$ cat config.mk
export PLATFORM = sky130hd
export DESIGN_NAME = hex_rotate_ctrl
export DESIGN_NICKNAME = d
export VERILOG_FILES = /design/src/rtl/hex_rotate_pkg.sv /design/src/rtl/hex_rotate_ctrl_sync_edge.sv /design/src/rtl/hex_rotate_ctrl.sv
export SDC_FILE = /design/constraint.sdc
export NUM_CORES = 1
export LEC_CHECK = 0
export CORE_ASPECT_RATIO = 0.7
export CORE_MARGIN = 1
export CORE_UTILIZATION = 53
export CTS_CLUSTER_SIZE = 8
export DETAILED_ROUTE_END_ITERATION = 8
export GPL_ROUTABILITY_DRIVEN = 0
export HOLD_SLACK_MARGIN = 0.02
export PLACE_DENSITY = 0.82
export SLEW_MARGIN = 15
export SYNTH_ARGS = -nofsm -noshare
export SYNTH_HDL_FRONTEND = slang
export SYNTH_HIERARCHICAL = 1
export SYNTH_SLANG_ARGS = --single-unit
$ cat constraint.sdc
create_clock -name CLOCK_50 -period 1.95 [get_ports CLOCK_50]
set_input_delay 0.195 -clock CLOCK_50 [delete_from_list [all_inputs] [get_ports CLOCK_50]]
set_output_delay 0.195 -clock CLOCK_50 [all_outputs]
set_load 0.02 [all_outputs]
$ cat src/rtl/hex_rotate_pkg.sv
// hex_rotate_pkg: shared types and helpers for the HEX display rotation controller
package hex_rotate_pkg;
    localparam int ROT_W = 2;
    typedef enum logic {STOPPED = 1'b0, RUNNING = 1'b1} rot_state_t;
    localparam logic DIR_FWD = 1'b0;
    localparam logic DIR_REV = 1'b1;
    function automatic logic [ROT_W-1:0] rot_next(input logic [ROT_W-1:0] s, input logic d);
        return (d == DIR_REV) ? s - ROT_W'(1) : s + ROT_W'(1);
    endfunction
endpackage

$ cat src/rtl/hex_rotate_ctrl_sync_edge.sv
// sync_edge: two-flop synchroniser followed by a rising-edge detector
module sync_edge (
    input  logic CLOCK_50,
    input  logic reset,
    input  logic d,
    output logic q_edge
);
    logic s1_q, s2_q, prev_q;
    always_ff @(posedge CLOCK_50 or posedge reset) begin
        if (reset) begin
            s1_q   <= 1'b0;
            s2_q   <= 1'b0;
            prev_q <= 1'b0;
        end else begin
            s1_q   <= d;
            s2_q   <= s1_q;
            prev_q <= s2_q;
        end
    end
    assign q_edge = s2_q & ~prev_q;
endmodule

$ cat src/rtl/hex_rotate_ctrl.sv
// hex_rotate_ctrl: prescaled auto-rotation of the HEX mux select with start/stop, direction and single-step
module hex_rotate_ctrl
    import hex_rotate_pkg::*;
#(
    parameter int DIV = 50000000
) (
    input  logic             CLOCK_50,
    input  logic             reset,
    input  logic             start,
    input  logic             stop,
    input  logic             step,
    input  logic             dir,
    output logic [ROT_W-1:0] sel,
    output logic             tick,
    output logic             running
);
    localparam int CW = $clog2(DIV);
    localparam logic [CW-1:0] TERM = CW'(DIV - 1);

    logic start_edge, stop_edge, step_edge;
    rot_state_t state_q, state_d;
    logic [CW-1:0] cnt_q, cnt_d;
    logic [ROT_W-1:0] sel_q, sel_d;
    logic tick_q, tick_d, adv;

    sync_edge u_start (.CLOCK_50(CLOCK_50), .reset(reset), .d(start), .q_edge(start_edge));
    sync_edge u_stop  (.CLOCK_50(CLOCK_50), .reset(reset), .d(stop),  .q_edge(stop_edge));
    sync_edge u_step  (.CLOCK_50(CLOCK_50), .reset(reset), .d(step),  .q_edge(step_edge));

    // A manual step overrides the prescaler; a stop edge freezes the count in place.
    always_comb begin
        state_d = state_q;
        cnt_d   = cnt_q;
        tick_d  = 1'b0;
        adv     = 1'b0;
        if (stop_edge) state_d = STOPPED;
        else if (start_edge) state_d = RUNNING;
        if (step_edge) begin
            adv   = 1'b1;
            cnt_d = '0;
        end else if (state_q == STOPPED && state_d == RUNNING) begin
            cnt_d = '0;
        end else if (state_q == RUNNING && !stop_edge) begin
            adv    = (cnt_q == TERM);
            tick_d = adv;
            cnt_d  = adv ? '0 : cnt_q + CW'(1);
        end
        sel_d = adv ? rot_next(sel_q, dir) : sel_q;
    end

    always_ff @(posedge CLOCK_50 or posedge reset) begin
        if (reset) begin
            state_q <= STOPPED;
            cnt_q   <= '0;
            sel_q   <= '0;
            tick_q  <= 1'b0;
        end else begin
            state_q <= state_d;
            cnt_q   <= cnt_d;
            sel_q   <= sel_d;
            tick_q  <= tick_d;
        end
    end

    assign sel     = sel_q;
    assign tick    = tick_q;
    assign running = (state_q == RUNNING);
endmodule

==> summary.md <==
| Metric | Value |
|---|---|
| WP data required | `2.17 ns` |
| Hold WC Path Type | `input pin to asynchronous set/reset pin` |
| CP max FO | `3` |
| Maximum VDD drop | `0.627 mV` |
| Drt via density | `6.42` |
| Power Dens Cells | `747 nW/µm²` |
| Crit share post-route | `99.2%` |
| Largest net degree at the start of global routing | `31` |
| Row count | `18` |
| Clk slew on worst S/H paths | `0.07 ns` |
| Layout area overhead | `21.8%` |
| Worst path slowest cell | `or4b_4` |
| Initial antenna violation count | `0` |
| Ant diodes | `0` |
| Most frequent cell after synthesis | `dfrtp_1` |
| Number of global-route vias before repair | `1718` |
| Pre-CTS worst setup slack | `0.0246 ns` |
| Worst-margin pin slew | `0.563 ns` |
| Final hold violation count | `0` |
| Crit path buf inv count | `0` |
| Final-report setup violation count | `0` |
| Full die area | `4110 µm²` |
| Die Y | `54.0 µm` |
| First-pass GRT wire length | `8560 µm` |
| Simple-gate portion of the synthesized area | `25.3%` |
| Yosys reg bits | `39` |
| Congestion Overflow GR | `0` |
| Hold slack | `0.146 ns` |
| RSZ-0062 raised after global routing | `true` |
| ANT nets after route | `0` |
| Synth Flop Type | `dfrtp_1` |
| Cell count after placement | `283` |
| Hold_buf cts | `0` |
| Mux cell area share after synthesis | `0%` |
| YS warnings | `6` |
| Critical path capture point type | `flip-flop` |
| Share of post-route cells with drive strength above 1 | `19.2%` |
| Post-Synthesis Cells | `209` |
| Yosys top cell by area | `dfrtp_1` |
| Crit path arrival time | `2.15 ns` |
| Longest Clk Path Bufs | `2` |
| Synth Cell Area | `2040 µm²` |
| Layout Nets | `252` |
| CTS tree | `built` |
| Critical path class | `flip-flop to flip-flop` |
| Worst path max stage delay | `0.54 ns` |
| Syn avg cell area | `9.78 µm²` |
| Ports | `10` |
| Pre-antenna DRT Iters | `4` |
| IO Port Bufs | `9` |
| Leakage power | `1.04 nW` |
| Starting Density | `56.7%` |
| Status | `finished clean` |
| Synth Area in Adders | `0.612%` |
| Setup ws final | `0.0155 ns` |
| Synth cell types | `44` |
| Post-synthesis sequential area ratio | `47.7%` |
| Crit path launch type | `flip-flop` |
| Relative slew slack | `62.1%` |
| Crit-path leading delay family | `simple AND/OR/NAND/NOR gates` |
| Xor-xnor portion of the synthesized cell area | `2.14%` |
| Fmax achieved | `517 MHz` |
| Inserted Clock Buffers | `5` |
| Post-Route WL | `5140 µm` |
| Synth top area cells | `dfrtp_1 (48%), a22oi_1 (5.9%), o21ai_0 (4.2%)` |
| Routed vias | `1894` |
| Largest family of logic cells by synthesized area | `simple AND/OR/NAND/NOR gates` |
| Clk_lat worst skew | `0.29 ns` |
| Synth Area in Compound Gates | `20.4%` |
| EDFF count, synth | `0` |
| Finished Layout Cells | `295` |
| Syn Nets | `216` |
| Total GRT Usage | `28.2%` |
| Synth top cells by count | `dfrtp_1 (39), o21ai_0 (17), a22oi_1 (16), nand2_1 (14)` |
| Tmin final | `1.93 ns` |
| Share of the synthesized area in the top cell type | `47.7%` |
| Total core area | `3600 µm²` |
| Count of clock tree sinks | `39` |
| DP HPWL | `3550 µm` |
| DRC Markers | `0` |
| Setup Skew | `0.00715 ns` |
| Die width | `76.2 µm` |
| H-tree Lvls | `2` |
| Slew Viols, Final | `0` |
| Async SR Flop Fraction | `100%` |
| 1st-iter DRT viols | `163` |
| CP Cell Sequence | `or4b_4, or4_4, or2_1, o211ai_1` |
| Max Cap Viol | `0` |
| WL/cell | `17.4 µm` |
| Root buffer cell | `clkbuf_8` |
-- layout by cell type (no fill, tap or decap), types with 2 or more instances in the layout --
| cell | netlist | final |
|---|---|---|
| nor2_1 | 5 | 5 |
| and4_1 | 2 | 2 |
| nor4_1 | 2 | 2 |
| xnor2_1 | 4 | 4 |
| clkbuf_8 | 0 | 6 |
| clkdlybuf4s50_1 | 0 | 9 |
| nor2b_4 | 3 | 3 |
| nor3_1 | 3 | 3 |
| dfrtp_1 | 39 | 39 |
| or3_1 | 11 | 11 |
| nand2b_1 | 2 | 2 |
| or4_1 | 8 | 8 |
| o31ai_1 | 7 | 7 |
| nand2_1 | 14 | 14 |
| o22ai_1 | 2 | 2 |
| and3_1 | 2 | 2 |
| o2111ai_1 | 3 | 2 |
| a22oi_1 | 16 | 15 |
| a32oi_1 | 2 | 2 |
| o21ai_0 | 17 | 17 |
| inv_1 | 11 | 11 |
| nand4_1 | 10 | 10 |
| nor2b_1 | 2 | 2 |
| buf_4 | 0 | 26 |
| and2_1 | 2 | 2 |
| a21oi_1 | 7 | 7 |
| nand3_1 | 9 | 9 |
-- what timing repair did --
item	4_1_cts	5_1_grt
buffers inserted	0	4
pin swaps	1	2
resized for setup	0	4
endpoints found under the setup margin	1	22
hold endpoints to repair	0	0
gates cloned	0	1
-- power breakdown --
group	switching [W]	total [W]	internal, W	leakage, nW
Sequential	0.0000490	0.000918	0.000869	0.511
Combinational	0.000214	0.000384	0.000170	0.487
Clock	0.000282	0.000559	0.000278	0.0470
Total	0.000545	0.00186	0.00132	1.04
-- worst paths after layout --
path	from	end	slack [ns]	depth (start not counted)
max reg2reg	cnt_q[8]	sel[1]	0.02	4
max	cnt_q[8]	sel[1]	0.02	4
min	reset	u_stop/prev_q	0.15	2
max in group asynchronous	reset	cnt_q[25]	1.29	3
min reg2reg	u_stop/s1_q	u_stop/s2_q	0.35	0
min in group CLOCK_50	start	u_start/s1_q	0.34	1
-- registers in the layout, summed over array words and instances (netlist names) --
signal and flops:
u_stop/s1_q 1, u_start/prev_q 1, u_step/s1_q 1, u_step/s2_q 1, cnt_q 26, u_step/prev_q 1, u_stop/s2_q 1, u_stop/prev_q 1
tick 1, running 1, u_start/s2_q 1, u_start/s1_q 1, sel 2
-- metrics by stage --
step | total power, W | setup TNS (ns) | utilization (%) | instance area, µm²
finish | 0.00186 | 0 | 69.1 | 2490
global route | 0.00195 | -0.105 | 69.1 | 2490
CTS | 0.00186 | 0 | 67.6 | 2440
detailed placement | 0.00131 | 0 | 65.2 | 2350
global placement | 0.00129 | 0 | 65.2 | 2350
floorplan | 0.00114 | 0 | - | 2040
-- per-layer routing --
metal	wire length [µm]	vias to the layer above	global-route usage, %
met2	2200	80	39.3
li1	-	885	-
met3	414	3	6.95
met4	25	0	12.5
met1	2510	926	41.5
met5	0	-	0
-- cell type report --
type | count | area [µm²]
repair buffers | 37 | 317
multi-input cells | 150 | 1000
clock buffers | 6 | 82.6
clock inverters | 1 | 5.00
fillers | 271 | 1110
well taps | 50 | 62.6
flip-flops and latches | 39 | 976
inverters | 12 | 45.0
-- cells by family after synthesis --
family | after synthesis
simple gates | 82
compound gates | 62
flops | 39
buf+inv | 20
xor+xnor | 5
fa+ha+maj | 1
Power figures use the tool's default switching activity.
